$ cat config.mk
export PLATFORM = sky130hd
export DESIGN_NAME = simon_autoplayer
export DESIGN_NICKNAME = d
export VERILOG_FILES = /design/src/rtl/simon_pkg.sv /design/src/rtl/autoplay_seq_buf.sv /design/src/rtl/simon_autoplayer.sv
export SDC_FILE = /design/constraint.sdc
export NUM_CORES = 1
export LEC_CHECK = 0
export CORE_AREA = 2 2 183 185
export DETAILED_ROUTE_END_ITERATION = 16
export DIE_AREA = 0 0 185 187
export PLACE_DENSITY = 0.47
export SKIP_LAST_GASP = 1
export SLEW_MARGIN = 20
export SYNTH_ARGS = -nofsm -noshare
export SYNTH_HDL_FRONTEND = slang
export SYNTH_SLANG_ARGS = --single-unit
$ cat constraint.sdc
create_clock -name clk -period 3 [get_ports clk]
set_input_delay 0.6 -clock clk [delete_from_list [all_inputs] [get_ports clk]]
set_output_delay 0.6 -clock clk [all_outputs]
set_load 0.01 [all_outputs]
$ cat src/rtl/simon_pkg.sv
`default_nettype none
// +-----------------------------------------------------------------------+
// | simon_pkg: shared state encoding, default timing constants, helpers.  |
// | Revision: 1.0                                                         |
// +-----------------------------------------------------------------------+
package simon_pkg;

   typedef enum logic [2:0] {
      S_IDLE         = 3'd0,
      S_WATCH        = 3'd1,
      S_REPLAY_GAP   = 3'd2,
      S_REPLAY_PRESS = 3'd3,
      S_WAIT_RESULT  = 3'd4,
      S_HALT         = 3'd5
   } state_t;

   localparam int unsigned IDLE_TICKS_DEF   = 50;
   localparam int unsigned GAP_TICKS_DEF    = 20;
   localparam int unsigned RESULT_TICKS_DEF = 200;
   localparam int unsigned DEPTH_DEF        = 64;
   localparam int unsigned CNT_W            = 16;

   function automatic logic is_onehot4(input logic [3:0] v);
      return (v != 4'd0) && ((v & (v - 4'd1)) == 4'd0);
   endfunction

   function automatic logic [1:0] onehot_to_idx(input logic [3:0] v);
      logic [1:0] idx;
      idx = 2'd0;
      for (int b = 0; b < 4; b++) begin
         if (v[b]) idx = 2'(b);
      end
      return idx;
   endfunction

endpackage
`default_nettype wire

$ cat src/rtl/autoplay_seq_buf.sv
`default_nettype none
// +-----------------------------------------------------------------------+
// | autoplay_seq_buf: DEPTH x 2-bit capture store, sync write, comb read. |
// | Revision: 1.0                                                         |
// +-----------------------------------------------------------------------+
module autoplay_seq_buf #(
   parameter int unsigned DEPTH = 64,
   parameter int unsigned AW    = $clog2(DEPTH)
) (
   input  logic          clk,
   input  logic          we_i,
   input  logic [AW-1:0] waddr_i,
   input  logic [1:0]    wdata_i,
   input  logic [AW-1:0] raddr_i,
   output logic [1:0]    rdata_o
);

   logic [1:0] mem_q [DEPTH];

   always_ff @(posedge clk) begin
      if (we_i) mem_q[waddr_i] <= wdata_i;
   end

   assign rdata_o = mem_q[raddr_i];

endmodule
`default_nettype wire

$ cat src/rtl/simon_autoplayer.sv
`default_nettype none
// +-----------------------------------------------------------------------+
// | simon_autoplayer: watches the game's LED pattern, then replays it.    |
// | Revision: 1.0                                                         |
// +-----------------------------------------------------------------------+
module simon_autoplayer
   import simon_pkg::*;
#(
   parameter int unsigned IDLE_TICKS   = IDLE_TICKS_DEF,
   parameter int unsigned GAP_TICKS    = GAP_TICKS_DEF,
   parameter int unsigned RESULT_TICKS = RESULT_TICKS_DEF,
   parameter int unsigned DEPTH        = DEPTH_DEF,
   parameter int unsigned AW           = $clog2(DEPTH),
   parameter int unsigned LW           = $clog2(DEPTH + 1)
) (
   input  logic          clk,
   input  logic          rst_n,
   input  logic          tick_100hz,
   input  logic          enable,
   input  logic [3:0]    game_leds,
   input  logic          led_success,
   input  logic          led_fail,
   output logic [3:0]    btn_pulse,
   output logic          busy,
   output logic [LW-1:0] seq_len,
   output logic          overflow,
   output logic          halted
);

   state_t           state_q, state_d;
   logic [LW-1:0]    seq_len_q, seq_len_d;
   logic [LW-1:0]    ptr_q, ptr_d;
   logic [CNT_W-1:0] cnt_q, cnt_d;
   logic [3:0]       prev_q, prev_d;
   logic             ovf_q, ovf_d;
   logic [3:0]       btn_q, btn_d;
   logic             wr_en;
   logic             capture;
   logic [1:0]       rd_idx;

   // Saturating tick count: stops at the limit so it can never wrap.
   function automatic logic [CNT_W-1:0] sat_inc(input logic [CNT_W-1:0] c,
                                                input logic             t,
                                                input logic [CNT_W-1:0] lim);
      return (t && (c < lim)) ? c + CNT_W'(1) : c;
   endfunction

   autoplay_seq_buf #(.DEPTH(DEPTH), .AW(AW)) u_buf (
      .clk     (clk),
      .we_i    (wr_en),
      .waddr_i (seq_len_q[AW-1:0]),
      .wdata_i (onehot_to_idx(game_leds)),
      .raddr_i (ptr_q[AW-1:0]),
      .rdata_o (rd_idx)
   );

   assign capture = is_onehot4(game_leds) && (game_leds != prev_q);

   always_comb begin
      state_d   = state_q;
      seq_len_d = seq_len_q;
      ptr_d     = ptr_q;
      cnt_d     = cnt_q;
      prev_d    = 4'd0;
      ovf_d     = ovf_q;
      btn_d     = 4'd0;
      wr_en     = 1'b0;
      if (!enable) begin
         state_d = S_IDLE;
         ovf_d   = 1'b0;
         ptr_d   = '0;
         cnt_d   = '0;
      end else begin
         case (state_q)
            S_IDLE: begin
               state_d   = S_WATCH;
               seq_len_d = '0;
               ptr_d     = '0;
               cnt_d     = '0;
            end
            S_WATCH: begin
               prev_d = game_leds;
               cnt_d  = (game_leds != 4'd0) ? '0
                        : sat_inc(cnt_q, tick_100hz, CNT_W'(IDLE_TICKS));
               if (capture) begin
                  if (seq_len_q == LW'(DEPTH)) begin
                     ovf_d   = 1'b1;
                     state_d = S_HALT;
                  end else begin
                     wr_en     = 1'b1;
                     seq_len_d = seq_len_q + LW'(1);
                  end
               end else if ((cnt_q == CNT_W'(IDLE_TICKS)) && (seq_len_q != '0)) begin
                  state_d = S_REPLAY_GAP;
                  cnt_d   = '0;
               end
            end
            S_REPLAY_GAP: begin
               if (led_fail) begin
                  state_d = S_HALT;
               end else if (cnt_q == CNT_W'(GAP_TICKS)) begin
                  state_d = S_REPLAY_PRESS;
               end else begin
                  cnt_d = sat_inc(cnt_q, tick_100hz, CNT_W'(GAP_TICKS));
               end
            end
            S_REPLAY_PRESS: begin
               if (led_fail) begin
                  state_d = S_HALT;
               end else begin
                  btn_d   = 4'b0001 << rd_idx;
                  ptr_d   = ptr_q + LW'(1);
                  cnt_d   = '0;
                  state_d = ((ptr_q + LW'(1)) < seq_len_q) ? S_REPLAY_GAP : S_WAIT_RESULT;
               end
            end
            S_WAIT_RESULT: begin
               if (led_fail) begin
                  state_d = S_HALT;
               end else if (led_success || (cnt_q == CNT_W'(RESULT_TICKS))) begin
                  state_d   = S_WATCH;
                  seq_len_d = '0;
                  ptr_d     = '0;
                  cnt_d     = '0;
               end else begin
                  cnt_d = sat_inc(cnt_q, tick_100hz, CNT_W'(RESULT_TICKS));
               end
            end
            S_HALT: begin
               state_d = S_HALT;
            end
            default: begin
               state_d = S_IDLE;
            end
         endcase
      end
   end

   always_ff @(posedge clk or negedge rst_n) begin
      if (!rst_n) begin
         state_q   <= S_IDLE;
         seq_len_q <= '0;
         ptr_q     <= '0;
         cnt_q     <= '0;
         prev_q    <= 4'd0;
         ovf_q     <= 1'b0;
         btn_q     <= 4'd0;
      end else begin
         state_q   <= state_d;
         seq_len_q <= seq_len_d;
         ptr_q     <= ptr_d;
         cnt_q     <= cnt_d;
         prev_q    <= prev_d;
         ovf_q     <= ovf_d;
         btn_q     <= btn_d;
      end
   end

   assign btn_pulse = btn_q;
   assign busy      = (state_q == S_REPLAY_GAP) || (state_q == S_REPLAY_PRESS);
   assign seq_len   = seq_len_q;
   assign overflow  = ovf_q;
   assign halted    = (state_q == S_HALT);

endmodule
`default_nettype wire

==> key figures, run 1 <==
Power
  • Net Sw Frac: 0.296
  • Switching pwr: 1.73 mW
  • Maximum VDD drop: 330 uV
  • Seq pwr share: 0.457
  • Clock power share: 0.378
  • Cell Pwr Density: 603 nW/um2
  • Comb pwr share: 0.165
  • Internal power: 4.11 mW
  • Pleak: 3.19 nW
  • Pwr Total: 5.84 mW

Worst setup path
  • Crit path required time: 3.12 ns
  • R2R Setup Slk: 0.43 ns
  • Crit Reg-Reg Startpoint: ptr_q[1]$_DFFE_PN0P_
  • Classification of the worst setup path: primary input to flop
  • Element type at the critical path end: flop
  • Reg2reg end: state_q[1]$_DFFE_PN0P_
  • CP max FO: 7
  • Crit. Startpoint: game_leds[0]
  • Data arrival time of the worst path: 2.76 ns
  • Element type at the critical path start: primary input
  • R2R cell count: 10

CTS
  • Clk Latency, worst-skew pair: 0.44 ns
  • Clock transition at path regs: 0.07 ns
  • Maximum buffer depth of the clock tree: 2
  • CTS H-tree lvls: 4
  • Clock sink total: 170
  • Root buffer cell: clkbuf_16
  • CTS tree: yes
  • Post-CTS Repair Setup Buffers: 0
  • Post-CTS resize count: 0
  • Hold_buf cts: 0
  • Num CTS Buffers: 17

Floorplan
  • Core footprint: 32900 um2
  • Chip width: 185 um
  • Die area: 34600 um2
  • Starting Density: 0.246
  • Row cnt: 67
  • Die Span Y: 187 um
  • Ports: 24

STA
  • Hold_ws: 0.0281 ns
  • Final period util: 0.878
  • Fin crit period: 2.63 ns
  • Slew headroom: 0.560
  • Worst Tran Pin Value: 0.660 ns
  • Count of pins over their slew limit: 0
  • Clk_skew: 0.0201 ns
  • Final Setup Violations: 0
  • Final hold violation count: 0
  • Fmax: 380 MHz
  • Setup repair after global routing missed its margin: false

Detailed routing
  • Initial DRC Count: 376
  • DRT antenna net count: 0
  • # DRC: 0
  • DRT Wirelength: 19.8 mm
  • Wirelength per Cell: 17.6 um
  • Vias after detailed routing: 5186
  • DR vias/cell: 4.61
  • Router iterations before antenna repair: 4

Placed design
  • Cell count after placement: 1092
  • DPL Wire Length: 13.4 mm
  • Routability cong.: 0.765
  • IO buf count: 23

GRT
  • First-pass GRT wire length: 31.4 mm
  • Vias in the first global route: 5331
  • Pin count of the biggest net entering global routing: 65
  • Congestion Overflow GR: 0
  • Antenna violations before repair: 0
  • GRT Util Overall: 0.120

Yosys
  • Post-synthesis async set-or-reset flop share: 0.247
  • Synth Warn #: 0
  • Distinct cells, synth: 69
  • Mapped cell area: 8080 um2
  • Sequential share of the synthesized area: 0.606
  • Synth area leader: edfxtp_1
  • Yosys reg bits: 170
  • Synth top area share: 0.476
  • Most used DFF post-synth: edfxtp_1
  • Synthesized instance count: 608
  • EDFF count, synth: 128
  • Syn nets: 630
  • Syn_area_per_cell: 13.3 um2
  • Top cells by area, synth: edfxtp_1, dfrtp_1, mux4_2

Finish
  • Layout area overhead: 19.8%
  • Non-Filler Instances: 1124
  • Final #Nets: 685
  • Fill count: 3381
  • Layout cell share with drive strength beyond 1: 0.200
  • N_diodes: 0
  • Final Core Density: 0.295

Worst hold path
  • Hold WC Path Type: primary input to asynchronous set/reset pin

Run
  • Max Cap Viol: 0

Status
  • Result of the run: completed
## layout by cell type (no fill, tap or decap), types with 4 or more instances in the layout
| cell type | n |
|---|---|
| edfxtp_1 | 128 |
| nor2_1 | 100 |
| buf_4 | 42 |
| dfrtp_1 | 40 |
| mux4_2 | 33 |
| nand2_1 | 26 |
| inv_1 | 24 |
| a21oi_1 | 24 |
| nand3_1 | 23 |
| clkdlybuf4s50_1 | 22 |
| clkbuf_16 | 17 |
| o21ai_0 | 12 |
| ha_1 | 12 |
| mux2i_1 | 9 |
| nor3_1 | 9 |
| xor2_1 | 8 |
| a22oi_1 | 8 |
| nand4_1 | 8 |
| and3_1 | 7 |
| a22o_1 | 7 |
| a31oi_1 | 6 |
| o211ai_1 | 5 |
| nor3b_1 | 5 |
| o31ai_1 | 5 |
| clkinv_8 | 5 |
| nand2b_1 | 4 |
| and2_1 | 4 |
| nor2b_1 | 4 |
| or3_1 | 4 |
| nor4_4 | 4 |
| inv_8 | 4 |
| buf_12 | 4 |
## how the worst max path moves through the flow
stage	to
after floorplan	u_buf.mem_q[0][0]$_DFFE_PP_
after global placement	u_buf.mem_q[25][0]$_DFFE_PP_
after detailed placement	u_buf.mem_q[8][0]$_DFFE_PP_
after CTS	state_q[1]$_DFFE_PN0P_
after global routing	state_q[2]$_DFFE_PN0P_
final	u_buf.mem_q[48][0]$_DFFE_PP_
## metrics by stage
stage | instance area [um2] | worst slack [ns] | TNS, ns
floorplan | 8080 | 0.142 | 0
global placement | 9070 | -0.0533 | -0.473
detailed placement | 9070 | -0.0336 | -0.611
CTS | 9680 | 0.383 | 0
global route | 9680 | 0.178 | 0
finish | 9680 | 0.366 | 0
## routing by layer
metal / GRT usage / routed length, um / vias up / share of wire
li1: - / - / 2432 / -
met1: 0.167 / 9410 / 2641 / 0.48
met2: 0.189 / 9390 / 92 / 0.47
met3: 0.0224 / 638 / 21 / 0.032
met4: 0.0385 / 333 / 0 / 0.017
met5: 0 / 0 / - / 0
## kinds of logic (layout without fill, tap and decap cells)
logic type | count (synthesis) | after routing | synth area share
muxes | 43 | 43 | 0.105
and+or+nand+nor | 218 | 218 | 0.140
xor gates and xnor gates | 10 | 10 | 0.0108
adders and majority gates | 12 | 12 | 0.0186
buffers and inverters | 58 | 126 | 0.0368
DFF | 170 | 170 | 0.606
AOI/OAI and AO/OA | 97 | 97 | 0.0838
## layout make-up
| type | instances | area (um2) | share of cell area |
|---|---|---|---|
| Tap cell | 448 | 561 | 0.0579 |
| Clock inverter | 15 | 186 | 0.0193 |
| Inverter | 25 | 93.8 | 0.00969 |
| Clock buffer | 17 | 425 | 0.0439 |
| Sequential cell | 170 | 4900 | 0.506 |
| Timing Repair Buffer | 69 | 621 | 0.0641 |
| Multi-Input combinational cell | 380 | 2900 | 0.299 |
## flip-flops by register name, indices dropped and copies added (netlist names)
| signal | cells |
|---|---|
| u_buf.mem_q | 128 |
| cnt_q | 16 |
| ptr_q | 7 |
| seq_len | 7 |
| btn_pulse | 4 |
| prev_q | 4 |
| state_q | 3 |
| overflow | 1 |
## critical path, stage by stage
cell	delay (ns)
clkdlybuf4s50_1	0.50
o31ai_1	0.27
o41ai_1	0.12
or2_1	0.35
nor4_4	0.38
nand2_1	0.12
buf_4	0.21
nor2_1	0.19
## power groups by stage
| stage | combinational (mW) | sequential (mW) | clock (mW) |
|---|---|---|---|
| 3_5_place_dp | 0.968 | 2.72 | 0 |
| 2_1_floorplan | 0.640 | 2.68 | 0 |
| 5_1_grt | 1.07 | 2.68 | 2.37 |
| 3_3_place_gp | 0.974 | 2.72 | 0 |
| 6_report | 0.963 | 2.67 | 2.21 |
| 4_1_cts | 0.973 | 2.67 | 2.28 |
## Yosys cell counts, drive strengths merged, types with 3 or more instances
cell	instances
a211oi	3
a21oi	24
a22o	7
a22oi	8
a31oi	6
a32o	3
a41oi	3
and2	5
and3	7
buf	20
clkbuf	13
dfrtp	42
edfxtp	128
ha	12
inv	25
mux2i	9
mux4	33
nand2	26
nand2b	4
nand3	23
nand4	9
nor2	101
nor2b	4
nor3	12
nor3b	5
nor4	7
o211ai	5
o21ai	16
o31ai	5
or2	3
or3	5
or4	3
xor2	8
Power figures use the tool's default switching activity.
==> inputs of run 2 (changes only) <==
--- a/config.mk
+++ b/config.mk
@@ -8,6 +8,7 @@
 export CORE_AREA = 2 2 183 185
 export DETAILED_ROUTE_END_ITERATION = 16
 export DIE_AREA = 0 0 185 187
+export GPL_ROUTABILITY_DRIVEN = 0
 export PLACE_DENSITY = 0.47
 export SKIP_LAST_GASP = 1
 export SLEW_MARGIN = 20
==> results of run 2 <==
No change in the layout: final DEF, timing and power equal those of run 1.
==> inputs of run 3 (changes only) <==
--- a/config.mk
+++ b/config.mk
@@ -5,11 +5,10 @@
 export SDC_FILE = /design/constraint.sdc
 export NUM_CORES = 1
 export LEC_CHECK = 0
-export CORE_AREA = 2 2 183 185
+export CORE_AREA = 2 2 118 120
 export DETAILED_ROUTE_END_ITERATION = 16
-export DIE_AREA = 0 0 185 187
-export GPL_ROUTABILITY_DRIVEN = 0
-export PLACE_DENSITY = 0.47
+export DIE_AREA = 0 0 120 122
+export PLACE_DENSITY = 0.87
 export SKIP_LAST_GASP = 1
 export SLEW_MARGIN = 20
 export SYNTH_ARGS = -nofsm -noshare
==> run 3 against run 2 <==
Core utilization grew 39 points. Setup slack lost 0.17 ns. Sequential power is essentially flat. Sequential share of layout area grew 2.8 points. Non-clock buffer count shrank 12. Global-route usage grew 15 points. Hold slack gained 0.28 ns. Combinational power shrank 4.5%. Critical path type unchanged. Critical endpoint is now u_buf.mem_q[17][0]$_DFFE_PP_. Highest routed layer unchanged.
==> key figures, run 3 (synthesized netlist as in run 1, its figures left out) <==
Status
  • Result of the run: completed

Worst setup path
  • Crit path required time: 3.11 ns
  • Data arrival time of the worst path: 2.91 ns
  • CP max FO: 6
  • Classification of the worst setup path: primary input to flop
  • Element type at the critical path start: primary input
  • Element type at the critical path end: flop

CTS
  • CTS H-tree lvls: 4
  • Clock sink total: 170
  • Clock transition at path regs: 0.07 ns
  • Maximum buffer depth of the clock tree: 2
  • Clk Latency, worst-skew pair: 0.43 ns
  • Hold_buf cts: 0
  • CTS tree: yes
  • Num CTS Buffers: 17
  • Post-CTS resize count: 0
  • Post-CTS Repair Setup Buffers: 0
  • Root buffer cell: clkbuf_16

STA
  • Final period util: 0.933
  • Worst Tran Pin Value: 0.938 ns
  • Clk_skew: 0.00621 ns
  • Setup_tns: 0 ns
  • Count of pins over their slew limit: 0
  • Fmax: 357 MHz
  • Final Setup Violations: 0
  • Fin crit period: 2.80 ns
  • Setup repair after global routing missed its margin: false
  • Slew headroom: 0.374
  • Final hold violation count: 0

Floorplan
  • Ports: 24
  • Row cnt: 43
  • Starting Density: 0.598
  • Die Span Y: 122 um
  • Core footprint: 13500 um2
  • Chip width: 120 um
  • Die area: 14600 um2

Power
  • Cell Pwr Density: 617 nW/um2
  • Pleak: 3.11 nW
  • Maximum VDD drop: 511 uV

Placed design
  • Routability cong.: 0.895
  • IO buf count: 23
  • DPL Wire Length: 12.2 mm
  • Cell count after placement: 812

Worst hold path
  • Hold WC Path Type: primary input to asynchronous set/reset pin

GRT
  • Vias in the first global route: 5460
  • Pin count of the biggest net entering global routing: 65
  • First-pass GRT wire length: 29.2 mm
  • GRT Util Overall: 0.268
  • Antenna violations before repair: 0
  • Congestion Overflow GR: 0

Finish
  • Most flops, register: u_buf.mem_q
  • Commonest cells after routing, fill and taps aside: edfxtp_1, nor2_1, dfrtp_1
  • Multi-input gate area: 2900 um2
  • Layout cell share with drive strength beyond 1: 0.182
  • Final #Nets: 673
  • Non-Filler Instances: 844
  • Fill count: 917
  • N_diodes: 0
  • Most common cell after layout, fill and taps aside: edfxtp_1
  • Register area: 4900 um2
  • Registers with the most flip-flops: u_buf.mem_q (128), cnt_q (16)
  • Max reg flops: 128
  • Layout area overhead: 13.6%

Run
  • Max Cap Viol: 0

Detailed routing
  • # DRC: 0
  • DR vias/cell: 6.35
  • DRT antenna net count: 0
  • DRT Wirelength: 18.1 mm
  • Initial DRC Count: 633
  • Wirelength per Cell: 21.5 um
  • Router iterations before antenna repair: 6
  • Vias after detailed routing: 5361
[run 3: critical path: stages]
cell and delay, ns:
clkdlybuf4s50_1 0.52, o31ai_1 0.31, o41ai_1 0.15, or2_1 0.36, nor4_4 0.35, nand2_1 0.17, buf_4 0.19, nor2_1 0.25
[run 3: stage by stage]
stage | util | hold slack [ns] | power [mW] | cell area (um2) | worst slack (ns)
floorplan | - | 0.304 | 3.32 | 8080 | 0.142
global placement | 0.638 | 0.491 | 3.59 | 8620 | 0.0318
detailed placement | 0.638 | 0.513 | 3.62 | 8620 | -0.216
CTS | 0.680 | 0.328 | 5.68 | 9180 | 0.184
global route | 0.680 | 0.377 | 5.88 | 9180 | 0.0390
finish | 0.680 | 0.304 | 5.67 | 9180 | 0.200
[run 3: metal layers]
layer,wire length [um],global-route usage
met5,0,0
met4,604,0.114
met3,1410,0.0744
met2,9030,0.433
met1,7100,0.344
[run 3: area by class of cell]
cell class                 instances  area share
sequential                       170       0.533
multi-input combinational        380       0.316
timing repair buffer              57      0.0551
clock buffer                      17      0.0463
tap                              180      0.0245
clock inverter                    15      0.0144
inverter                          25      0.0102
[run 3: path summary, 6_finish.rpt]
check,startpoint,to,slack (ns),cells after the start
max in group asynchronous,rst_n,ptr_q[0]$_DFFE_PN0P_,2.04,1
setup / recovery,game_leds[0],u_buf.mem_q[17][0]$_DFFE_PP_,0.20,8
hold / removal,rst_n,seq_len[3]$_DFFE_PN0P_,0.30,1
min in group clk,overflow$_DFFE_PN0P_,overflow$_DFFE_PN0P_,0.53,2
setup reg to reg,ptr_q[4]$_DFFE_PN0P_,state_q[1]$_DFFE_PN0P_,0.42,9
hold reg to reg,overflow$_DFFE_PN0P_,overflow$_DFFE_PN0P_,0.53,2
[run 3: where the power goes]
group          internal [mW]  switching [mW]  leakage [nW]
Combinational          0.353           0.567          1.12
Clock                   1.09           0.981         0.274
Sequential              2.59          0.0854          1.72
==> edit (settings of run 3) <==
Set the package constant `CNT_W` to 32 (it was 16).
--- a/src/rtl/simon_pkg.sv
+++ b/src/rtl/simon_pkg.sv
@@ -19,5 +19,5 @@
    localparam int unsigned RESULT_TICKS_DEF = 200;
    localparam int unsigned DEPTH_DEF        = 64;
-   localparam int unsigned CNT_W            = 16;
+   localparam int unsigned CNT_W            = 32;
 
    function automatic logic is_onehot4(input logic [3:0] v);
Formal check against the unedited RTL: same outputs for any inputs over 4 cycles, from zero or initial values and one cycle with rst_n low; that may be too few to reach the edited logic, so the function may still have changed.
==> edit against run 3 <==
  * Combinational power rose by 4.0%
  * Die area did not move
  * Fmax fell by 1.3%
  * First-iteration DRC count rose by 72%
  * Worst setup slack got worse by 0.038 ns
  * Sequential cell count rose by 16
  * Via count rose by 21%
  * Wire length rose by 26%
  * Design area rose by 10%
  * Synthesized area rose by 11%
  * Power rose by 6.3%
  * Sequential power rose by 7.5%
  * Final cell count rose by 7.1%
  * Clock power rose by 6%
  * Critical path type is now reg2reg
  * Critical endpoint is now cnt_q[23]$_DFFE_PN0P_
  * Highest routed layer unchanged
==> edit: results (changes against run 3) <==
outcome:
  status: "complete, no violations"
global_routing:
  grt_pass1_vias: 6384  # +17%
  grt_pass1_wl_um: 35700  # +22%
  grt_usage_pct: 32.9  # +6.1 points
synth:
  syn-cell-area_um2: 8970  # +11%
  async_reset_ff_share_pct: 31.2  # +6.5 points
  synthTopCellsByCount: "edfxtp_1 (128), nor2_1 (95), dfrtp_1 (58)"
  syn_inst: 665  # +9.4%
  synth.area.top_cells: "edfxtp_1 (43%), dfrtp_1 (16%), mux4_2 (6.8%)"
  synth_flop_cell: "edfxtp_1"
  yosysSeqAreaShare_pct: 59.0  # -1.6 points
  syn-num-nets: 687  # +9.0%
placed_design:
  dp_hpwl_um: 14200  # +16%
  postPlaceCellArea_um2: 9540  # +11%
  preCtsSetupSlack_ns: -0.155  # +0.0607 ns
  place_inst: 871  # +7.3%
  routabilityCongestion: 0.903  # +0.92%
critical_path:
  cp_slowest_cell: "dfrtp_1"
  crit_start: "cnt_q[24]$_DFFE_PN0P_"
  critical_path_arrival_ns: 3.18  # +0.27 ns
  reg2regPathDepth: 8  # -1
  regToRegSetupSlack_ns: 0.16  # -0.26 ns
  r2r-start: "cnt_q[24]$_DFFE_PN0P_"
  worstPathMaxFanout: 12  # +6
  timing.rr.end: "cnt_q[23]$_DFFE_PN0P_"
routing:
  wire_per_inst_um: 25.3  # +18%
  dr.pass1.iters: 8  # +2
  drt-total-wl_um: 22900  # +26%
  drt-initial-drc-count: 1087  # +72%
  viasPerCell: 7.15  # +13%
pwr:
  ir_drop_v: 0.000512  # +0.16%
timing:
  fin_hold_ws_ns: 0.204  # -0.100 ns
  worst-slew-pin-transition_ns: 0.888  # -0.0503 ns
  finClkSkew_ns: 0.0105  # +0.00428 ns
clock_tree:
  cts.reportedPaths.clkPinSlew_ns: 0.07  # about the same
  ctsHtreeMaxLevel: 4  # unchanged
  insertion_delay_ns: 0.45  # +0.02 ns
  post-cts-setup-buffers: 0  # unchanged
worst_hold_path:
  hp-class: "in2async"
final_layout:
  nets: 735  # +9.2%
  reg.largest.list: "u_buf.mem_q x128, cnt_q x32"
  nFillCells: 751  # -18%
-- edit: changes by cell type in the layout (fill, tap and decap cells not counted), sizes merged, moves of 6 or more --
cell	change
a211oi	+9
mux2i	-6
dfrtp	+16
buf	+7
a22oi	-8
nor3	+9
mux4	+7
a31oi	+10
-- edit: area by class of cell --
type	instances	area, um2	share of cell area, %
flip-flops and latches	186	5300	52.3
clock buffers	17	425	4.20
well taps	180	225	2.22
repair buffers	64	558	5.51
clock inverters	13	130	1.28
multi-input cells	417	3400	33.5
inverters	27	101	1.00
-- edit: report_power, final --
part           internal (uW)  total (uW)  leakage (uW)  switching (uW)
logic                    374         957       0.00126             584
clock network           1160        2190      0.000273            1030
registers               2800        2870       0.00194            77.7
total                   4330        6020       0.00347            1690
-- edit: kinds of logic (layout without fill, tap and decap cells) --
kind of cell	count (synthesis)	after routing	synth area share, %
compound gates	113	114	9.54
xor+xnor	12	12	1.17
fa+ha+maj	12	12	1.67
buf+inv	63	121	3.54
flops	186	186	59.0
mux	46	46	11.3
simple gates	233	233	13.7
-- edit: routing by layer --
| layer | GRT usage (%) | part of all wire (%) | up-vias |
|---|---|---|---|
| met1 | 42.0 | 36 | 3167 |
| met3 | 7.49 | 10 | 111 |
| met4 | 17.7 | 4.9 | 0 |
| met5 | 0 | 0 | - |
| met2 | 53.1 | 49 | 513 |
| li1 | - | - | 2674 |
-- edit: worst max path at each step --
stage                                              end  slack, ns
after detailed placement  u_buf.mem_q[42][0]$_DFFE_PP_      -0.16
final                            cnt_q[23]$_DFFE_PN0P_       0.16
after CTS                        cnt_q[23]$_DFFE_PN0P_       0.12
after floorplan            u_buf.mem_q[0][0]$_DFFE_PP_       0.02
after global routing      u_buf.mem_q[10][1]$_DFFE_PP_      -0.01
after global placement    u_buf.mem_q[23][1]$_DFFE_PP_      -0.02
